--- src/rtl/fetch_pkg.sv ---
// Shared types and constants for the instruction fetch unit.
// Holds the fetch FSM state encoding, the instruction-buffer entry layout and the NOP word.
// No logic here; it is imported by fetch_fifo and fetch_unit.
package fetch_pkg;

    typedef enum logic [1:0] {
        IDLE = 2'd0,
        REQ  = 2'd1,
        WAIT = 2'd2
    } fetch_state_t;

    typedef struct packed {
        logic [31:0] pc;
        logic [31:0] instr;
        logic        misalign;
    } fetch_entry_t;

    // addi x0, x0, 0
    localparam logic [31:0] NOP_INSTR = 32'h0000_0013;

    // Sequential fetch address; wraps from 32'hFFFF_FFFC to 0.
    function automatic logic [31:0] pc_next(input logic [31:0] pc);
        return pc + 32'd4;
    endfunction

endpackage

--- src/rtl/fetch_fifo.sv ---
// Instruction buffer: synchronous FIFO of fetch entries with a single-cycle flush.
// Latency: a pushed entry is visible at head the cycle after the push edge.
// Backpressure: caller must only push when !full (or when popping); flush empties the
//   buffer and may accept a push on the same edge, which becomes the new head.
// Ports: clk, reset (async active-low), flush, push/push_data, pop, head, full, empty, count.
module fetch_fifo
    import fetch_pkg::*;
#(
    parameter  int DEPTH = 2,
    localparam int AW    = $clog2(DEPTH)
) (
    input  logic         clk,
    input  logic         reset,
    input  logic         flush,
    input  logic         push,
    input  fetch_entry_t push_data,
    input  logic         pop,
    output fetch_entry_t head,
    output logic         full,
    output logic         empty,
    output logic [AW:0]  count
);

    fetch_entry_t    mem [DEPTH];
    logic [AW-1:0]   rd_ptr;
    logic [AW-1:0]   wr_ptr;
    logic [AW-1:0]   wr_idx;
    logic [AW:0]     cnt;
    logic            do_push;
    logic            do_pop;

    assign empty  = (cnt == '0);
    assign full   = (cnt == (AW+1)'(DEPTH));
    assign count  = cnt;
    assign head   = mem[rd_ptr];

    // Flush discards the old contents, so pop is meaningless on that edge and a
    // push always has room (it lands in slot 0).
    assign do_pop  = pop && !empty && !flush;
    assign do_push = push && (flush || !full || do_pop);
    assign wr_idx  = flush ? '0 : wr_ptr;

    always_ff @(posedge clk) begin
        if (do_push) begin
            mem[wr_idx] <= push_data;
        end
    end

    always_ff @(posedge clk or negedge reset) begin
        if (!reset) begin
            rd_ptr <= '0;
            wr_ptr <= '0;
            cnt    <= '0;
        end else if (flush) begin
            rd_ptr <= '0;
            wr_ptr <= AW'(do_push);
            cnt    <= (AW+1)'(do_push);
        end else begin
            if (do_push) begin
                wr_ptr <= wr_ptr + 1'b1;
            end
            if (do_pop) begin
                rd_ptr <= rd_ptr + 1'b1;
            end
            case ({do_push, do_pop})
                2'b10:   cnt <= cnt + 1'b1;
                2'b01:   cnt <= cnt - 1'b1;
                default: cnt <= cnt;
            endcase
        end
    end

endmodule

--- src/rtl/fetch_unit.sv ---
// Instruction fetch: one-outstanding-request memory fetcher feeding a small instruction buffer.
// Latency: a response is visible at if_valid the cycle after imem_rvalid when the buffer was empty.
// Backpressure: decode stalls via id_ready; no new request is issued while the buffer has no free slot.
// Ports: clk/reset (async active-low); imem_req/imem_addr out, imem_rvalid/imem_rdata in;
//   redirect_valid/redirect_pc in; if_valid/if_instr/if_pc out, id_ready in;
//   if_misalign out only when FETCH_MISALIGN_EN is defined.
// Optional feature macro FETCH_MISALIGN_EN: a misaligned redirect target produces a single NOP
//   entry flagged misaligned and halts fetching until the next redirect. Without it, redirect
//   targets are forced to word alignment.
module fetch_unit
    import fetch_pkg::*;
#(
    parameter logic [31:0] RESET_PC   = 32'h0000_0000,
    parameter int          FIFO_DEPTH = 2
) (
    input  logic        clk,
    input  logic        reset,
    output logic        imem_req,
    output logic [31:0] imem_addr,
    input  logic        imem_rvalid,
    input  logic [31:0] imem_rdata,
    input  logic        redirect_valid,
    input  logic [31:0] redirect_pc,
    output logic        if_valid,
    output logic [31:0] if_instr,
    output logic [31:0] if_pc,
    input  logic        id_ready
`ifdef FETCH_MISALIGN_EN
    ,
    output logic        if_misalign
`endif
);

    localparam int CW = $clog2(FIFO_DEPTH) + 1;

    fetch_state_t  state;
    fetch_state_t  state_nxt;
    logic [31:0]   fetch_pc;
    logic [31:0]   fetch_pc_nxt;
    logic          kill;
    logic          kill_nxt;
    logic          halt;
    logic          halt_nxt;

    logic          fifo_flush;
    logic          fifo_push;
    logic          fifo_pop;
    fetch_entry_t  push_entry;
    fetch_entry_t  fifo_head;
    logic          fifo_full;
    logic          fifo_empty;
    logic [CW-1:0] fifo_count;

    logic [31:0]   redir_pc;
    logic          redir_misalign;
    logic          slot_free_after;
    logic          resp_pending;

`ifdef FETCH_MISALIGN_EN
    assign redir_pc       = redirect_pc;
    assign redir_misalign = |redirect_pc[1:0];
`else
    assign redir_pc       = redirect_pc & 32'hFFFF_FFFC;
    assign redir_misalign = 1'b0;
`endif

    assign fifo_pop = if_valid && id_ready;

    // After this cycle's push (and possible pop) is there still room for another response?
    assign slot_free_after = (fifo_count < CW'(FIFO_DEPTH - 1)) || fifo_pop;

    // A request is in flight whose response has not arrived this cycle; a redirect now
    // must leave a kill marker so that response is dropped later.
    assign resp_pending = (state == WAIT) && !imem_rvalid;

    always_ff @(posedge clk or negedge reset) begin
        if (!reset) begin
            state    <= IDLE;
            fetch_pc <= RESET_PC;
            kill     <= 1'b0;
            halt     <= 1'b0;
        end else begin
            state    <= state_nxt;
            fetch_pc <= fetch_pc_nxt;
            kill     <= kill_nxt;
            halt     <= halt_nxt;
        end
    end

    always_comb begin
        state_nxt    = state;
        fetch_pc_nxt = fetch_pc;
        kill_nxt     = kill;
        halt_nxt     = halt;
        fifo_flush   = 1'b0;
        fifo_push    = 1'b0;
        push_entry   = '{pc: fetch_pc, instr: imem_rdata, misalign: 1'b0};
        imem_req     = 1'b0;

        unique case (state)
            IDLE: begin
                if (!halt && !fifo_full) begin
                    state_nxt = REQ;
                end
            end
            REQ: begin
                imem_req  = 1'b1;
                state_nxt = WAIT;
            end
            WAIT: begin
                if (imem_rvalid) begin
                    if (kill) begin
                        // Stale response from before a redirect: drop it and fetch the new target.
                        kill_nxt  = 1'b0;
                        state_nxt = halt ? IDLE : REQ;
                    end else begin
                        fifo_push    = 1'b1;
                        fetch_pc_nxt = pc_next(fetch_pc);
                        state_nxt    = slot_free_after ? REQ : IDLE;
                    end
                end
            end
            default: state_nxt = IDLE;
        endcase

        // Redirect overrides everything above. The request is suppressed in the redirect
        // cycle so the memory never sees a request for the abandoned path from REQ.
        if (redirect_valid) begin
            fifo_flush   = 1'b1;
            fifo_push    = 1'b0;
            imem_req     = 1'b0;
            fetch_pc_nxt = redir_pc;
            halt_nxt     = redir_misalign;
            if (resp_pending) begin
                kill_nxt  = 1'b1;
                state_nxt = WAIT;
            end else begin
                // Either no request is in flight or its response is arriving now and is discarded.
                kill_nxt  = 1'b0;
                state_nxt = redir_misalign ? IDLE : REQ;
            end
            if (redir_misalign) begin
                fifo_push  = 1'b1;
                push_entry = '{pc: redir_pc, instr: NOP_INSTR, misalign: 1'b1};
            end
        end
    end

    assign imem_addr = fetch_pc;

    fetch_fifo #(
        .DEPTH (FIFO_DEPTH)
    ) u_fifo (
        .clk       (clk),
        .reset     (reset),
        .flush     (fifo_flush),
        .push      (fifo_push),
        .push_data (push_entry),
        .pop       (fifo_pop),
        .head      (fifo_head),
        .full      (fifo_full),
        .empty     (fifo_empty),
        .count     (fifo_count)
    );

    // Outputs read as zero when the buffer is empty so stale slots never leak out.
    assign if_valid = !fifo_empty;
    assign if_instr = if_valid ? fifo_head.instr : '0;
    assign if_pc    = if_valid ? fifo_head.pc    : '0;

`ifdef FETCH_MISALIGN_EN
    assign if_misalign = if_valid && fifo_head.misalign;
`else
    logic unused_head_misalign;
    assign unused_head_misalign = fifo_head.misalign;
`endif

endmodule
--- config.mk ---
export PLATFORM = sky130hd
export DESIGN_NAME = fetch_unit
export DESIGN_NICKNAME = d
export VERILOG_FILES = /design/src/rtl/fetch_pkg.sv /design/src/rtl/fetch_fifo.sv /design/src/rtl/fetch_unit.sv
export SDC_FILE = /design/constraint.sdc
export NUM_CORES = 1
export LEC_CHECK = 0
export CAP_MARGIN = 20
export CORE_ASPECT_RATIO = 0.7
export CORE_MARGIN = 4
export CORE_UTILIZATION = 50
export DETAILED_ROUTE_END_ITERATION = 8
export HOLD_SLACK_MARGIN = 0.06
export PLACE_DENSITY = 0.8
export SLEW_MARGIN = 20
export SYNTH_ARGS = -nofsm -noshare
export SYNTH_HDL_FRONTEND = slang
export SYNTH_SLANG_ARGS = --single-unit
--- constraint.sdc ---
create_clock -name clk -period 7.85 [get_ports clk]
set_input_delay 1.57 -clock clk [delete_from_list [all_inputs] [get_ports clk]]
set_output_delay 1.57 -clock clk [all_outputs]
set_load 0.02 [all_outputs]
Yosys cells after proc, flatten, opt, wreduce, memory -nomap -nowiden
Memories as Yosys holds them, arrays and structs flattened.
Index checks and enable logic that the tools add are counted.
- $add $sub $neg: 5
- $mul: 0
- divide/modulo/power cells: 0
- magnitude comparators: 1
- eq/ne operators: 8
- shifts and indexed selects: 0
- mux-type cells: 33
- bitwise operators: 0
- reductions and logical operators: 22
- operators with widths (cell ; number):
    $mux 32 ; 6
    $add 32x3->32 const B ; 1
    $mux 1 ; 20
    $mux 2 ; 5
    $reduce_bool 2->1 ; 4
    $eq 2x2->1 const B ; 3
    $ne 3x3->1 const B ; 2
    $pmux 2 s3 ; 1
    $logic_and 1x1->1 ; 5
    $eq 2x1->1 const B ; 2
    $logic_not 1->1 ; 4
    $logic_not 2->1 ; 2
    $pmux 2 s2 ; 1
    $reduce_and 2->1 ; 2
    $logic_or 1x1->1 ; 3
    $reduce_and 3->1 ; 1
    $reduce_bool 3->1 ; 1
    $add 1x1->1 const B ; 2
    $add 2x1->2 const B ; 1
    $lt 2x1->1 const B ; 1
    $ne 2x2->1 const B ; 1
    $sub 2x1->2 const B ; 1
- bits in registers: 39
- latch bits: 0
- memory bits (writable): 128
- memory bits (read-only): 0
- bits of input ports: 69
- logic and storage cells: 76
- memories kept: 1
- memories (name ; words ; bits a word ; read ports ; clocked after Yosys merged registers in ; wr ports ; line ; RTL):
    u_fifo.mem ; 2 ; 64 ; 1 ; 0 ; 1 ; fetch_fifo.sv:24 ; fetch_entry_t mem [DEPTH];

Logic depth before layout (Yosys ltp)
Gate-level depths: netlist of the first run.
- depth in word-level cells: 10
- mapped depth: 6
- depth with buffers taken out: 6

Hierarchy
Synthesis of the first run repeated with hierarchy kept, for this count alone.
- cell total of the unflattened synthesis: 536
- area total of the unflattened synthesis: 7399.6 um^2
- by module, submodules not included (module ; instances ; cells an instance ; area each (um^2) ; seq. area each (um^2)):
    fetch_fifo ; 1 ; 234 ; 4973.5 ; 4003.8
    fetch_unit ; 1 ; 302 ; 2426.1 ; 825.8

Worst setup path after synthesis of the first run
Ideal clock, no wire load.
- path type: input-to-reg
- start point: input port imem_rvalid
- end point: memory u_fifo.mem[1][0] (netlist name), enable pin
- setup time: 0.571 ns
- data arrival time: 7.124 ns
- required time: 7.279 ns
- slack: 0.155 ns
- stages on the path: 5
- cell sequence: nor4bb_1 > buf_2 > clkbuf_1 > o21ai_0 > nor3b_1
- word-level cells in the longest chain between the ends: 6
- RTL lines (item ; line ; RTL):
    start, declared ; fetch_unit.sv:20 ; input logic imem_rvalid,
    $mux 1 ; fetch_unit.sv:111 ; if (imem_rvalid) begin
    $mux 1 ; fetch_unit.sv:100 ; unique case (state)
    $mux 1 ; fetch_unit.sv:128 ; if (redirect_valid) begin
    $logic_and 1x1->1 ; fetch_fifo.sv:40 ; assign do_push = push && (flush || !full || do_pop);
    $mux 1 ; fetch_fifo.sv:44 ; if (do_push) begin
    $mux 1 (implied by the code) ; fetch_fifo.sv:45 ; mem[wr_idx] <= push_data;
    end, declared ; fetch_fifo.sv:24 ;
No other way between the ends.

Worst setup path in the final report of the first run
- start point: input port redirect_valid
- end point: output port imem_req
- word-level cells in the longest chain between the ends: 1
- RTL lines (item ; line ; RTL):
    start, declared ; fetch_unit.sv:22 ; input logic redirect_valid,
    $mux 1 ; fetch_unit.sv:128 ;
    end, declared ; fetch_unit.sv:18 ; output logic imem_req,
No other way between the ends.

==> metrics.md, run 1 <==
| Metric | Value |
|---|---|
| Status | complete, no violations |
| GR Util All Layers | 21.3% |
| Hpwl dp | 11000 microns |
| Initial Util | 52.0% |
| Yosys cell types | 47 |
| CP Capture Type | output port |
| Post-layout min period | 4.75 ns |
| Final worst-path cycle share | 60.5% |
| Clock Path Buffers | 2 |
| Setup CP Type | input pin to output port |
| Yosys reg bits | 161 |
| Final Setup Violations | 0 |
| Placer Congestion | 0.800 |
| Via density | 5.62 |
| Top_reg_cell synth | edfxtp_1 |
| DRT met1 WL | 7210 microns |
| Inserted Clock Buffers | 17 |
| Clock Latency Late Sink | 0.42 ns |
| Fillers | 923 |
| Worst hold path class | flip-flop to flip-flop |
| Avg WL per Cell | 18.8 microns |
| Sequential share of the synthesized area | 67.0% |
| DRC viols | 0 |
| Fmax | 210 MHz |
| Clk_skew | 0.0134 ns |
| H-tree depth | 4 |
| Hold Violations, Final | 0 |
| WL met2 | 7960 microns |
| Post-CTS Setup Repair Bufs | 0 |
| Yosys Warn Count | 0 |
| WHS | 0.574 ns |
| CTS hold repair buffers | 0 |
| Reg clk slew, reported paths | 0.06 ns |
| Slew headroom | 41.1% |
| Port Buffer Count | 160 |
| First-pass GRT wire length | 26200 microns |
| Chip width | 149 microns |
| Most frequent cells in the layout | 159 x clkdlybuf4s50_1, 124 x edfxtp_1, 81 x nor2_1 |
| Full die area | 15900 sq um |
| Worst Tran Pin Value | 0.884 ns |
| Ant diodes | 0 |
| Worst EP required | 6.28 ns |
| RSZ-0062 raised after global routing | no |
| Post_cts resized | 0 |
| Fin Setup TNS | 0 ns |
| Multi-input gate area | 2160 sq um |
| Startpoint Class | input pin |
| Uppermost routed layer | met4 |
| CTS root buffer | clkbuf_16 |
| # clock sinks | 161 |
| Logic pwr share | 33.2% |
| PD cells | 294 nW/um^2 |
| Die Ht | 107 microns |
| CTS tree | built |
| Via total after detailed routing | 4962 |
| Crit path max fanout | 49 |
| Share of layout cells above drive strength 1 | 7.31% |
| Post-synth EDFFs | 124 |
| Area Growth Syn to Fin | 34.2% |
| Pint | 1.82 mW |
| Drt first pass iters | 5 |
| Row cnt | 35 |
| Synthesized area | 6940 sq um |
| Max Cap Viol | 0 |
| DR iter-0 viols | 498 |
| Slew Viols, Final | 0 |
| Met3 WL | 1290 microns |
| Post-route ant nets | 0 |
| Leakage | 3.13 nW |
| Core Region | 13400 sq um |
| Final WL | 16600 microns |
| Pin count of the biggest net entering global routing | 64 |
| Clock power share | 29.1% |
| Syn Inst Count | 529 |
| CP arrival | 3.18 ns |
| Avg Inst Size Synth | 13.1 sq um |
| Peak supply drop | 0.162 mV |
| FFs w/ async S/R, synth | 23.0% |
| Commonest non-fill, non-tap cell in the layout | clkdlybuf4s50_1 |
| Vias in the first global route | 4907 |
| Grt ovf | 0 |
| Sequential share of power | 37.7% |
| Nets | 758 |
| Sw Ratio | 33.3% |
| I/O pins | 167 |
| Seq. cell area | 4650 sq um |
| Switching pwr | 0.911 mW |
| Initial antenna violation count | 0 |
## power groups by stage
stage	sequential (mW)	clock (mW)	combinational, mW
3_5_place_dp	1.08	0	0.877
6_report	1.03	0.796	0.908
5_1_grt	1.04	0.851	0.971
3_3_place_gp	1.07	0	0.863
2_1_floorplan	1.03	0	0.500
4_1_cts	1.06	0.812	0.881
## kinds of logic after synthesis
| kind of cell | share of synthesized area [%] |
|---|---|
| AO/OA/AOI/OAI | 5.59 |
| flip-flops | 67.0 |
| XOR/XNOR | 1.64 |
| other | 0.0540 |
| adder cells (fa/ha/maj) | 0.541 |
| AND/OR/NAND/NOR | 13.6 |
| buffers and inverters | 2.40 |
| multiplexers | 9.23 |
## worst max-delay path, stage by stage
cell,delay (ns)
clkdlybuf4s50_1,0.39
buf_4,0.27
nor3b_1,0.29
clkdlybuf4s50_1,0.65
## sequential cells by signal (all words and copies together), names as in the netlist
name	cells
u_fifo.mem	124
imem_addr	30
state	2
u_fifo.count	2
kill	1
u_fifo.rd_ptr	1
u_fifo.wr_ptr	1
## synth_stat cells, types with 4 or more instances
library cell,n,share of area [%]
nor3_1,8,0.58
edfxtp_1,124,54
dfrtp_1,37,13
mux2i_1,64,9.2
nand3_1,16,1.2
nor2b_1,4,0.36
clkbuf_1,27,1.5
xnor2_1,6,0.76
o21ai_0,22,1.6
a31oi_1,13,1.2
a21oi_1,4,0.29
inv_1,6,0.32
or3_1,5,0.45
xor2_1,7,0.88
nand4_1,14,1.3
o31ai_1,8,0.87
or4_1,16,1.7
nand2_1,20,1.1
nor2_1,81,4.4
buf_4,4,0.43
nor4_1,4,0.36
## worst paths after layout
check / start / end / slack, ns / depth (start not counted)
worst max-delay path: redirect_valid / imem_req / 3.10 / 4
worst min-delay path: imem_addr[14] / u_fifo.mem[0][46] / 0.57 / 0
worst max register to register: u_fifo.count[1] / u_fifo.mem[1][45] / 4.85 / 7
worst min register to register: imem_addr[14] / u_fifo.mem[0][46] / 0.57 / 0
max in group asynchronous: reset / u_fifo.rd_ptr / 5.92 / 1
min in group asynchronous: reset / imem_addr[24] / 1.27 / 1
## metrics by stage
| stage | power [mW] | worst slack [ns] | std cells | area [sq um] | utilization (%) |
|---|---|---|---|---|---|
| after floorplan | 1.53 | 0.155 | 532 | 6950 | - |
| after global placement | 1.94 | 3.09 | 851 | 8720 | 65.3 |
| after detailed placement | 1.95 | 3.01 | 851 | 8720 | 65.3 |
| after CTS | 2.75 | 3.09 | 882 | 9280 | 69.5 |
| after global routing | 2.86 | 2.96 | 883 | 9320 | 69.8 |
| final | 2.74 | 3.10 | 883 | 9320 | 69.8 |
## layer usage
metal  up-vias  track usage (%)
li1       2294                -
met1      2418             29.1
met2       232             34.3
met3        18             6.46
met4         0             4.11
met5         -                0
## final cells by class
type | count | share of cell area, %
Timing Repair Buffer | 168 | 18.0
Inverter | 7 | 0.282
Tap cell | 185 | 2.48
Clock buffer | 17 | 4.56
Clock inverter | 14 | 1.52
Sequential cell | 161 | 49.9
Multi-Input combinational cell | 331 | 23.2
Note: power is estimated with default switching activity, not from simulation.
==> run 2, diff against run 1 <==
Settings changed: CORE_UTILIZATION 50 to 45, PLACE_DENSITY 0.8 to 0.76.
Clock period 7.85 ns to 4 ns, I/O delays scaled along.
==> run 2 against run 1 <==
Effect of this change: worst setup slack got worse by 2.7 ns; sequential share of layout area barely moved; critical endpoint is now if_instr[11]; combinational power rose by 97%; non-clock buffer count rose by 1; largest power group unchanged; count of clock-buffer cells in the layout rose by 1; flip-flop and latch count did not move; total power rose by 94%; global-route usage fell by 2.0 points; design area barely moved; critical path depth rose by 1.
==> metrics.md, run 2 (synthesis results as in run 1) <==
| Metric | Value |
|---|---|
| Logic pwr share | 33.7% |
| Commonest non-fill, non-tap cell in the layout | clkdlybuf4s50_1 |
| Slew Viols, Final | 0 |
| DRC viols | 0 |
| Clock Path Buffers | 2 |
| Hold Violations, Final | 0 |
| # clock sinks | 161 |
| Vias in the first global route | 5051 |
| Cell Count, Final, Fillers Out | 894 |
| Fmax | 280 MHz |
| Post_cts resized | 0 |
| Final WS setup | 0.434 ns |
| CTS hold repair buffers | 0 |
| Initial Util | 46.6% |
| Max Cap Viol | 0 |
| Clock power share | 27.9% |
| Area Growth Syn to Fin | 34.3% |
| Switching pwr | 1.74 mW |
| Final WL | 16900 microns |
| Pint | 3.56 mW |
| Full die area | 17500 sq um |
| Fillers | 1141 |
| Placer Congestion | 0.789 |
| GR Util All Layers | 19.3% |
| Via total after detailed routing | 4943 |
| Port Buffer Count | 160 |
| Core Region | 14900 sq um |
| Post-layout min period | 3.57 ns |
| Sw Ratio | 32.9% |
| Max reg flops | 124 |
| Ant diodes | 0 |
| Crit path launch | u_fifo.count[1] |
| CP Capture Type | output port |
| Status | complete, no violations |
| Hpwl dp | 11500 microns |
| Worst EP required | 3.20 ns |
| Leakage | 3.10 nW |
| Inserted Clock Buffers | 17 |
| I/O pins | 167 |
| Setup CP Type | flip-flop to output port |
| Final Setup Violations | 0 |
| Worst Tran Pin Value | 0.879 ns |
| Peak supply drop | 0.312 mV |
| Initial antenna violation count | 0 |
| Reg2reg start | u_fifo.count[1] |
| PD cells | 569 nW/um^2 |
| Final worst-path cycle share | 89.1% |
| Worst hold path class | input pin to async pin |
| CTS root buffer | clkbuf_16 |
| Post-CTS Setup Repair Bufs | 0 |
| Pin count of the biggest net entering global routing | 57 |
| Die Ht | 112 microns |
| Clk_skew | 0.00957 ns |
| Avg WL per Cell | 18.9 microns |
| CP arrival | 2.77 ns |
| Most frequent cells in the layout | 159 x clkdlybuf4s50_1, 124 x edfxtp_1, 81 x nor2_1 |
| Grt ovf | 0 |
| Share of layout cells above drive strength 1 | 7.15% |
| Cell count after placement | 863 |
| H-tree depth | 4 |
| Row cnt | 37 |
| Post-route ant nets | 0 |
| Sequential share of power | 38.4% |
| Via density | 5.53 |
| Fin Setup TNS | 0 ns |
| Pre-CTS setup slack | 0.769 ns |
| Most flop-heavy register | u_fifo.mem |
| Drt first pass iters | 5 |
| Chip width | 156 microns |
| Total Power | 5.30 mW |
| RSZ-0062 raised after global routing | no |
| Reg clk slew, reported paths | 0.06 ns |
| Crit path max fanout | 37 |
| CTS tree | built |
| Nets | 759 |
| DR iter-0 viols | 401 |
| Clock Latency Late Sink | 0.42 ns |
| Startpoint Class | flip-flop |
| First-pass GRT wire length | 26500 microns |
| Slew headroom | 41.4% |
run 2: layer usage:
| metal | share of wire [%] | track usage [%] | vias up |
|---|---|---|---|
| li1 | - | - | 2300 |
| met1 | 43 | 26.6 | 2399 |
| met2 | 48 | 30.1 | 216 |
| met3 | 7.6 | 5.59 | 28 |
| met4 | 1.4 | 5.03 | 0 |
| met5 | 0 | 0 | - |
run 2: cell type report:
cell class,instances,area [sq um],area share (%)
clock buffer,18,429,4.60
clock inverter,13,115,1.23
inverter,7,26.3,0.282
multi-input combinational,331,2170,23.3
sequential,161,4650,49.9
tap,195,244,2.62
timing repair buffer,169,1690,18.1
run 2: stage by stage:
stage,cell area (sq um),utilization (%),hold WS (ns)
after CTS,9330,62.6,0.525
final,9330,62.6,0.505
after global routing,9330,62.6,0.565
after global placement,8780,58.9,0.517
after floorplan,6980,-,0.479
after detailed placement,8780,58.9,0.532
run 2: final timing paths:
check | slack, ns | cells after the start | endpoint
max | 0.43 | 5 | if_instr[11]
min | 0.51 | 1 | state[1]
max reg2reg | 1.00 | 7 | u_fifo.mem[0][5]
min reg2reg | 0.55 | 1 | kill
max in group asynchronous | 2.85 | 1 | u_fifo.rd_ptr
min in group clk | 0.55 | 1 | kill
run 2: power by group through the flow:
stage,logic (mW),clock network (mW),registers [mW]
2_1_floorplan,0.983,0,2.01
3_3_place_gp,1.78,0,2.06
3_5_place_dp,1.80,0,2.07
4_1_cts,1.81,1.51,2.03
5_1_grt,1.91,1.59,2.05
6_report,1.79,1.48,2.03
run 2: critical path: stages, from the launching register on:
cell and delay (ns):
dfrtp_1 0.40, inv_1 0.14, ha_2 0.77, buf_4 0.39, nor2_1 0.10, clkdlybuf4s50_1 0.55
==> run 3, diff against run 2 <==
Settings changed: CORE_MARGIN 4 to 2.
==> run 3 against run 2 <==
Effect of this change: combinational power is essentially flat; flip-flop and latch count is the same; design area is essentially flat; sequential power is essentially flat; critical path depth is the same; global-route usage grew 0.90 points; clock power grew 3%; register-to-register slack gained 0.22 ns.
==> metrics.md, run 3 (synthesis results as in run 1) <==
| Metric | Value |
|---|---|
| Slew Viols, Final | 0 |
| Leakage | 3.11 nW |
| Grt ovf | 0 |
| CTS root buffer | clkbuf_16 |
| Die Ht | 108 microns |
| Commonest non-fill, non-tap cell in the layout | clkdlybuf4s50_1 |
| CP Capture Type | output port |
| Final worst-path cycle share | 84.7% |
| Via total after detailed routing | 4904 |
| Avg WL per Cell | 18.3 microns |
| Hold Violations, Final | 0 |
| Hpwl dp | 10900 microns |
| Peak supply drop | 0.298 mV |
| Pin count of the biggest net entering global routing | 49 |
| Inserted Clock Buffers | 17 |
| Status | complete, no violations |
| PD cells | 573 nW/um^2 |
| Fin Setup TNS | 0 ns |
| Crit path max fanout | 27 |
| Max reg flops | 124 |
| R2R Setup Slk | 1.22 ns |
| Via density | 5.49 |
| Full die area | 16500 sq um |
| Post-CTS Setup Repair Bufs | 0 |
| Fillers | 1151 |
| First-pass GRT wire length | 25100 microns |
| Worst EP required | 3.20 ns |
| Initial Util | 46.6% |
| # clock sinks | 161 |
| Total Power | 5.34 mW |
| Worst hold path class | input pin to async pin |
| Slew headroom | 40.4% |
| Reg clk slew, reported paths | 0.06 ns |
| I/O pins | 167 |
| Seq. cell area | 4650 sq um |
| Post-route ant nets | 0 |
| CTS tree | built |
| Chip width | 152 microns |
| DRC viols | 0 |
| Port Buffer Count | 160 |
| Most flop-heavy register | u_fifo.mem |
| Share of layout cells above drive strength 1 | 7.30% |
| Post_cts resized | 0 |
| Clk_skew | 0.0122 ns |
| Placer Congestion | 0.805 |
| Clock Path Buffers | 2 |
| Multi-input gate area | 2170 sq um |
| Final Setup Violations | 0 |
| Most frequent cells in the layout | 159 x clkdlybuf4s50_1, 124 x edfxtp_1, 81 x nor2_1 |
| CP arrival | 2.59 ns |
| Final WL | 16400 microns |
| Nets | 759 |
| Core Region | 14900 sq um |
| Setup CP Type | flip-flop to output port |
| H-tree depth | 4 |
| Vias in the first global route | 4731 |
| Area Growth Syn to Fin | 34.4% |
| Startpoint Class | flip-flop |
| Worst Tran Pin Value | 0.895 ns |
| CTS hold repair buffers | 0 |
| Post-layout min period | 3.39 ns |
| Ant diodes | 0 |
| GR Util All Layers | 20.2% |
| DR iter-0 viols | 426 |
| Initial antenna violation count | 0 |
| Drt first pass iters | 5 |
| Fmax | 295 MHz |
| Max Cap Viol | 0 |
| WHS | 0.492 ns |
| RSZ-0062 raised after global routing | no |
| Clock Latency Late Sink | 0.43 ns |
| Row cnt | 37 |
[run 3: cell types whose count changed in the layout (fill, tap and decap cells not counted)]
cell and delta:
buf_12 -1, buf_4 +1, clkinv_1 -1, clkinv_2 -1, clkinv_4 -1, clkinvlp_4 -2, inv_6 +4, inv_8 +1
[run 3: report_power, final]
group	internal (mW)	switching, mW	leakage (nW)	total (mW)
clock network	0.865	0.666	0.262	1.53
logic	0.827	0.952	1.30	1.78
registers	1.88	0.148	1.55	2.03
total	3.57	1.77	3.11	5.34
[run 3: stage by stage]
step | instance area, sq um | instances | setup WS, ns | util (%)
after floorplan | 6980 | 532 | 0.0150 | -
after global placement | 8770 | 863 | 0.785 | 58.8
after detailed placement | 8770 | 863 | 0.707 | 58.8
after CTS | 9330 | 894 | 0.549 | 62.6
after global routing | 9330 | 894 | 0.452 | 62.6
final | 9330 | 894 | 0.611 | 62.6
[run 3: layer usage]
metal | vias up | share of wire, % | global-route usage, %
met4 | 0 | 1.4 | 7.54
met2 | 228 | 46 | 30.9
met3 | 21 | 7.0 | 5.68
li1 | 2299 | - | -
met5 | - | 0 | 0
met1 | 2356 | 46 | 27.8
[run 3: worst max-delay path, stage by stage, from the launching register on]
cell and delay (ns):
dfrtp_1 0.39, inv_1 0.14, ha_2 0.60, buf_4 0.37, nor2_1 0.11, clkdlybuf4s50_1 0.55
[run 3: worst paths after layout]
path                                 start                 to  depth (start not counted)
min                                  reset           state[1]                          1
max                        u_fifo.count[1]       if_instr[31]                          5
min in group clk                      kill               kill                          1
max in group asynchronous            reset      u_fifo.rd_ptr                          1
max reg2reg                u_fifo.count[1]  u_fifo.mem[1][11]                          6
min reg2reg                           kill               kill                          1
[run 3: cell type report]
cell class	instances	area share, %
repair buffers	169	18.0
multi-input cells	331	23.2
clock inverters	13	1.38
well taps	195	2.62
clock buffers	18	4.60
inverters	7	0.282
flip-flops and latches	161	49.9
